## config.mk

```make
export PLATFORM = sky130hd
export DESIGN_NAME = oam_dma_ctrl
export DESIGN_NICKNAME = d
export VERILOG_FILES = /design/src/rtl/oam_dma_ctrl.sv
export SDC_FILE = /design/constraint.sdc
export NUM_CORES = 1
export LEC_CHECK = 0
export CAP_MARGIN = 10
export CELL_PAD_IN_SITES_DETAIL_PLACEMENT = 1
export CELL_PAD_IN_SITES_GLOBAL_PLACEMENT = 1
export CORE_AREA = 4 4 91 93
export CTS_CLUSTER_DIAMETER = 40
export DETAILED_ROUTE_END_ITERATION = 6
export DIE_AREA = 0 0 95 97
export PLACE_DENSITY_LB_ADDON = 0.1
export SETUP_SLACK_MARGIN = 0.5
export SYNTH_ARGS = -nofsm -noshare
export SYNTH_HDL_FRONTEND = slang
export SYNTH_SLANG_ARGS = --single-unit
```

## constraint.sdc

```tcl
create_clock -name clk -period 4.12 [get_ports clk]
set_clock_uncertainty 0.15 [all_clocks]
set_input_delay 0.824 -clock clk [delete_from_list [all_inputs] [get_ports clk]]
set_output_delay 0.824 -clock clk [all_outputs]
set_load 0.02 [all_outputs]
```

## src/rtl/oam_dma_ctrl.sv

```systemverilog
// OAM DMA controller: $FF46 write trigger, 160-byte page copy into OAM, CPU bus arbitration.
// Optional macro OAM_DMA_BUS_CONFLICT_EN routes the DMA data latch to blocked_do.
module oam_dma_ctrl #(
  parameter int XFER_LEN    = 160,
  parameter int CE_DIV      = 4,
  parameter int START_DELAY = 1
) (
  input  logic        clk,
  input  logic        reset_n,
  input  logic [15:0] cpu_addr,
  input  logic        cpu_wr_n,
  input  logic        cpu_rd_n,
  input  logic [7:0]  cpu_do,
  output logic [7:0]  reg_do,
  output logic        dma_active,
  output logic [15:0] src_addr,
  output logic        src_rd,
  input  logic [7:0]  src_data,
  output logic [7:0]  oam_addr,
  output logic        oam_wr,
  output logic [7:0]  oam_data,
  output logic        cpu_blocked,
  output logic [7:0]  blocked_do
);

  localparam int PW         = (CE_DIV > 1) ? $clog2(CE_DIV) : 1;
  localparam int START_CLKS = START_DELAY * CE_DIV;

  localparam logic [PW-1:0] PHASE_LAST = PW'(CE_DIV - 1);
  localparam logic [PW-1:0] PHASE_ONE  = PW'(1);
  localparam logic [PW-1:0] PHASE_TWO  = PW'(2);
  localparam logic [7:0]    INDEX_LAST = 8'(XFER_LEN - 1);
  localparam logic [15:0]   START_LAST = 16'((START_CLKS > 0) ? START_CLKS - 1 : 0);

  typedef enum logic [1:0] {
    IDLE,
    START,
    XFER
  } state_t;

  state_t        state, state_n;
  logic [15:0]   cnt, cnt_n;
  logic [PW-1:0] phase, phase_n;
  logic [7:0]    index, index_n;
  logic [7:0]    page, page_n;
  logic [7:0]    reg_n;
  logic          active_n;
  logic [7:0]    latch, latch_n;
  logic          wr_seen;
  logic          hit;
  logic          trigger;
  logic [7:0]    mapped_page;

  // wr_seen remembers last clock's $FF46 write so a long strobe triggers once
  assign hit     = (cpu_addr == 16'hFF46) && !cpu_wr_n;
  assign trigger = hit && !wr_seen;

  always_ff @(posedge clk) begin
    if (!reset_n) begin
      state      <= IDLE;
      cnt        <= '0;
      phase      <= '0;
      index      <= '0;
      page       <= '0;
      reg_do     <= '0;
      dma_active <= 1'b0;
      latch      <= '0;
      wr_seen    <= 1'b0;
    end else begin
      state      <= state_n;
      cnt        <= cnt_n;
      phase      <= phase_n;
      index      <= index_n;
      page       <= page_n;
      reg_do     <= reg_n;
      dma_active <= active_n;
      latch      <= latch_n;
      wr_seen    <= hit;
    end
  end

  // A trigger overrides everything else, including the final-phase return to IDLE
  always_comb begin
    state_n  = state;
    cnt_n    = cnt;
    phase_n  = phase;
    index_n  = index;
    page_n   = page;
    reg_n    = reg_do;
    active_n = dma_active;
    latch_n  = latch;

    case (state)
      IDLE: begin
      end
      START: begin
        if (cnt == START_LAST) begin
          state_n = XFER;
          cnt_n   = '0;
          phase_n = '0;
        end else begin
          cnt_n = cnt + 16'd1;
        end
      end
      XFER: begin
        if (phase == PHASE_ONE) latch_n = src_data;
        if (phase == PHASE_LAST) begin
          phase_n = '0;
          if (index == INDEX_LAST) begin
            state_n  = IDLE;
            active_n = 1'b0;
          end else begin
            index_n = index + 8'd1;
          end
        end else begin
          phase_n = phase + PW'(1);
        end
      end
      default: state_n = IDLE;
    endcase

    if (trigger) begin
      reg_n    = cpu_do;
      page_n   = cpu_do;
      index_n  = '0;
      phase_n  = '0;
      cnt_n    = '0;
      state_n  = START;
      active_n = 1'b1;
    end
  end

  // Echo RAM pages $E0-$FF alias onto work RAM $C0-$DF
  assign mapped_page = (page >= 8'hE0) ? (page - 8'h20) : page;

  assign src_rd      = (state == XFER) && (phase < PHASE_TWO);
  assign src_addr    = src_rd ? {mapped_page, index} : 16'h0000;
  assign oam_wr      = (state == XFER) && (phase == PHASE_TWO);
  assign oam_addr    = oam_wr ? index : 8'h00;
  assign oam_data    = oam_wr ? latch : 8'h00;
  assign cpu_blocked = (state == XFER) && (cpu_addr < 16'hFF00) && (!cpu_rd_n || !cpu_wr_n);

`ifdef OAM_DMA_BUS_CONFLICT_EN
  assign blocked_do = latch;
`else
  assign blocked_do = 8'hFF;
`endif

endmodule

```

==> impl_metrics.py <==
metrics = {
    "run_status": {
        "outcome": "complete, no violations",
    },
    "cts": {
        "cts-resized-gates": 0,
        "cts_inserted_buffers": 5,
        "clock_tree.root_cell": "clkbuf_8",
        "tritoncts": "built",
        "clock_insertion_delay_worst_skew_ns": 0.30,
        "post_cts_buffers": 0,
        "cts_hold_repair.buffers": 0,
        "worst_path_clk_slew_ns": 0.09,
        "ctsLongestPathBuffers": 2,
        "ctsHtreeMaxLevel": 2,
        "tritoncts_num_sinks": 46,
    },
    "worst_setup_path": {
        "cpLargestDelayFamily": "buffers and inverters",
        "critPathSlowestCell": "clkdlybuf4s50_1",
        "cp_cell_sequence": "clkdlybuf4s50_1, nand4_1, nor2_1, buf_4, a211oi_1, clkdlybuf4s50_1",
        "cell_mode_on_critical_path": "clkdlybuf4s50_1",
        "required_time_reported_for_the_critical_path_endpoint_ns": 3.15,
        "worstPathBufferInverterCount": 3,
        "endpoint_kind": "primary output",
        "kind_of_critical_path": "primary input to primary output",
        "critical_path.max_stage_delay_ns": 0.65,
        "worst-path-max-fanout": 10,
        "element_type_at_the_critical_path_start": "primary input",
        "critPathArrivalTime_ns": 2.37,
    },
    "cells_and_area": {
        "utilization_pct": 46.5,
        "layout_cells_sized_above_1_pct": 5.63,
        "multi_input_area_sq_um": 1500,
        "syn2layout_area_growth_pct": 37.6,
        "register_area_sq_um": 921,
        "antenna_cells_inserted": 0,
        "layout.nets": 414,
        "fillerInstances": 935,
        "finalInstanceArea_sq_um": 3500,
    },
    "placement": {
        "portBuffers": 79,
        "preCtsSetupSlack_ns": 0.778,
        "gp_congestion": 0.789,
        "detailed_place.area_sq_um": 3390,
        "hpwl_detailed_mm": 5.44,
    },
    "detailed_routing": {
        "detail_route.first_pass.iterations": 4,
        "violation_count_after_the_first_detailed_route_iteration": 49,
        "routed_wl_mm": 7.35,
        "remaining_drc_errors": 0,
        "detail_routed_net_length_per_standard_cell_um": 15.5,
        "route.antenna.remaining_nets": 0,
        "vias": 2435,
        "post_drt_via_cell_ratio": 5.13,
    },
    "yosys": {
        "synth_cell_type_count": 46,
        "synth_area_in_compound_gates_pct": 12.7,
        "yosys.area_share.adder_pct": 2.95,
        "synth_seq_area_share_pct": 36.2,
        "mappedNetlistArea_sq_um": 2540,
        "postSynthCellCount": 299,
        "syn_area_per_cell_sq_um": 8.51,
        "yosysWarningCount": 0,
        "synth.mux.area_fraction_pct": 0.394,
        "yosys.area_share.simple_pct": 35.5,
        "postSynth.asyncResetShare_pct": 0,
        "xor_xnor_cell_area_share_of_the_yosys_netlist_pct": 6.20,
        "synth_top_family_by_area": "simple AND/OR/NAND/NOR gates",
        "yosys_reg_bits": 46,
        "postSynth.topFlopCell": "dfxtp_1",
        "count_of_flip_flops_with_a_built_in_enable_after_synthesis": 0,
    },
    "sta": {
        "layout_setup_ws_ns": 0.773,
        "worst-slew-pin-transition_ns": 0.677,
        "maximum_clock_frequency_mhz": 299,
        "setup_violations": 0,
        "shortest_period_the_worst_path_allows_ns": 3.35,
        "max-slew-margin-rel_pct": 54.7,
        "hold_viol": 0,
        "grt_setup_unrepaired": "false",
        "layout_worst_path_cycle_share_pct": 81.2,
        "finalHoldWorstSlack_ns": 0.309,
        "timing_max_transition_violations_final": 0,
        "fin_tns_setup_ns": 0,
    },
    "min_path": {
        "hold_path.class": "register to register",
    },
    "die": {
        "num_rows": 32,
        "initial_utilization_pct": 33.8,
        "area_of_the_die_sq_um": 9220,
        "floorplan.die.height_um": 97,
        "fp.dieW_um": 95,
        "core-area_sq_um": 7530,
        "io-pin-count": 88,
    },
    "pwr": {
        "leakage_nw": 1.26,
        "ir_drop_mv": 0.127,
        "p_per_area_nw_per_um2": 241,
    },
    "flow_run": {
        "maxCapViolCount": 0,
    },
    "global_routing": {
        "antenna_found_initial": 0,
        "overflow": 0,
        "first_global_vias": 2592,
        "largest_net_degree_at_the_start_of_global_routing": 41,
        "wire_length_of_the_first_global_routing_pass_mm": 12.6,
        "gr-usage-all-layers_pct": 16.8,
    },
}
metal layers:
layer	part of all wire [%]	vias up	track usage, %
met5	0	-	0
met4	0.54	0	2.66
met3	4.7	2	5.21
met2	50	51	27.9
met1	44	1163	21.6
li1	-	1219	-
kinds of logic (layout without fill, tap and decap cells):
logic type | Yosys count | after routing
other cells | 1 | 8
fa+ha+maj | 6 | 6
buf+inv | 30 | 97
flops | 46 | 46
mux | 1 | 1
compound gates | 48 | 48
xor+xnor | 18 | 18
simple gates | 149 | 149
worst paths after layout:
kind | startpoint | to | slack, ns | depth (start not counted)
max | cpu_addr[15] | cpu_blocked | 0.77 | 6
min | latch[4] | latch[4] | 0.31 | 2
max reg2reg | phase[1] | index[4] | 2.09 | 5
min reg2reg | latch[4] | latch[4] | 0.31 | 2
cells in the mapped netlist (all sizes together), types with 2 or more instances:
cell type	number	area share, %
o211ai	2	0.59
nor4	5	1.2
a21oi	5	0.98
o21ai	13	2.7
nand2	18	2.7
nor2	13	2.2
nand3	19	3.7
xnor2	13	4.5
nand3b	5	2.1
inv	7	1.0
a211oi	6	1.8
nand4b	8	2.8
a21boi	18	5.3
nand4	8	2.2
nand2b	4	0.98
nor3	16	3.1
dfxtp	46	36
and3	33	8.1
buf	9	2.8
ha	6	3.0
xor2	5	1.7
nor4b	3	1.0
a2111oi	2	0.69
clkbuf	14	2.1
or3	4	0.98
and4	2	0.74
nor2b	4	0.98
worst min-delay path: stages, from the launching register on:
cell      delay, ns
dfxtp_1        0.32
nand2_1        0.05
a21boi_1       0.05
cell usage in the layout, fill, tap and decap left out, types with 2 or more instances in the layout:
cell             netlist  routed
clkdlybuf4s50_1        0      79
dfxtp_1               46      46
and3_1                33      33
nand3_1               19      19
nand2_1               18      18
nor3_1                16      16
a21boi_0              13      13
xnor2_1               13      13
nor2_1                12      12
o21ai_0               12      12
nand4b_1               8       8
conb_1                 1       8
inv_1                  7       7
nand4_1                7       7
a211oi_1               6       6
ha_1                   6       6
nor4_1                 5       5
a21oi_1                5       5
a21boi_1               5       5
xor2_1                 5       5
clkbuf_8               0       5
nand2b_1               4       4
or3_1                  4       4
nand3b_1               3       3
nor2b_1                4       3
nor4b_1                3       3
buf_4                  8       3
a2111oi_0              2       2
o211ai_1               2       2
final cells by class:
| class | count | share of cell area, % |
|---|---|---|
| flip-flops and latches | 46 | 26.3 |
| inverters | 7 | 0.751 |
| multi-input cells | 230 | 42.9 |
| clock buffers | 6 | 2.07 |
| repair buffers | 82 | 23.2 |
| well taps | 102 | 3.65 |
| clock inverters | 2 | 1.07 |
sequential cells by signal, summed over array words and instances, names as in the netlist:
| name | flops |
|---|---|
| page | 8 |
| index | 8 |
| dma_active | 1 |
| phase | 2 |
| wr_seen | 1 |
| latch | 8 |
| state | 2 |
| cnt | 16 |
through the flow:
step,cells,power (W)
global placement,467,0.000509
floorplan,306,0.000477
finish,475,0.000842
global route,475,0.000882
CTS,475,0.000853
detailed placement,467,0.000510
report_power, final:
group | switching (W) | internal (W)
registers | 0.00000000136 | 0.000444
clock network | 0.000162 | 0.000181
logic | 0.0000210 | 0.0000337
total | 0.000182 | 0.000659
Power figures use the tool's default switching activity.
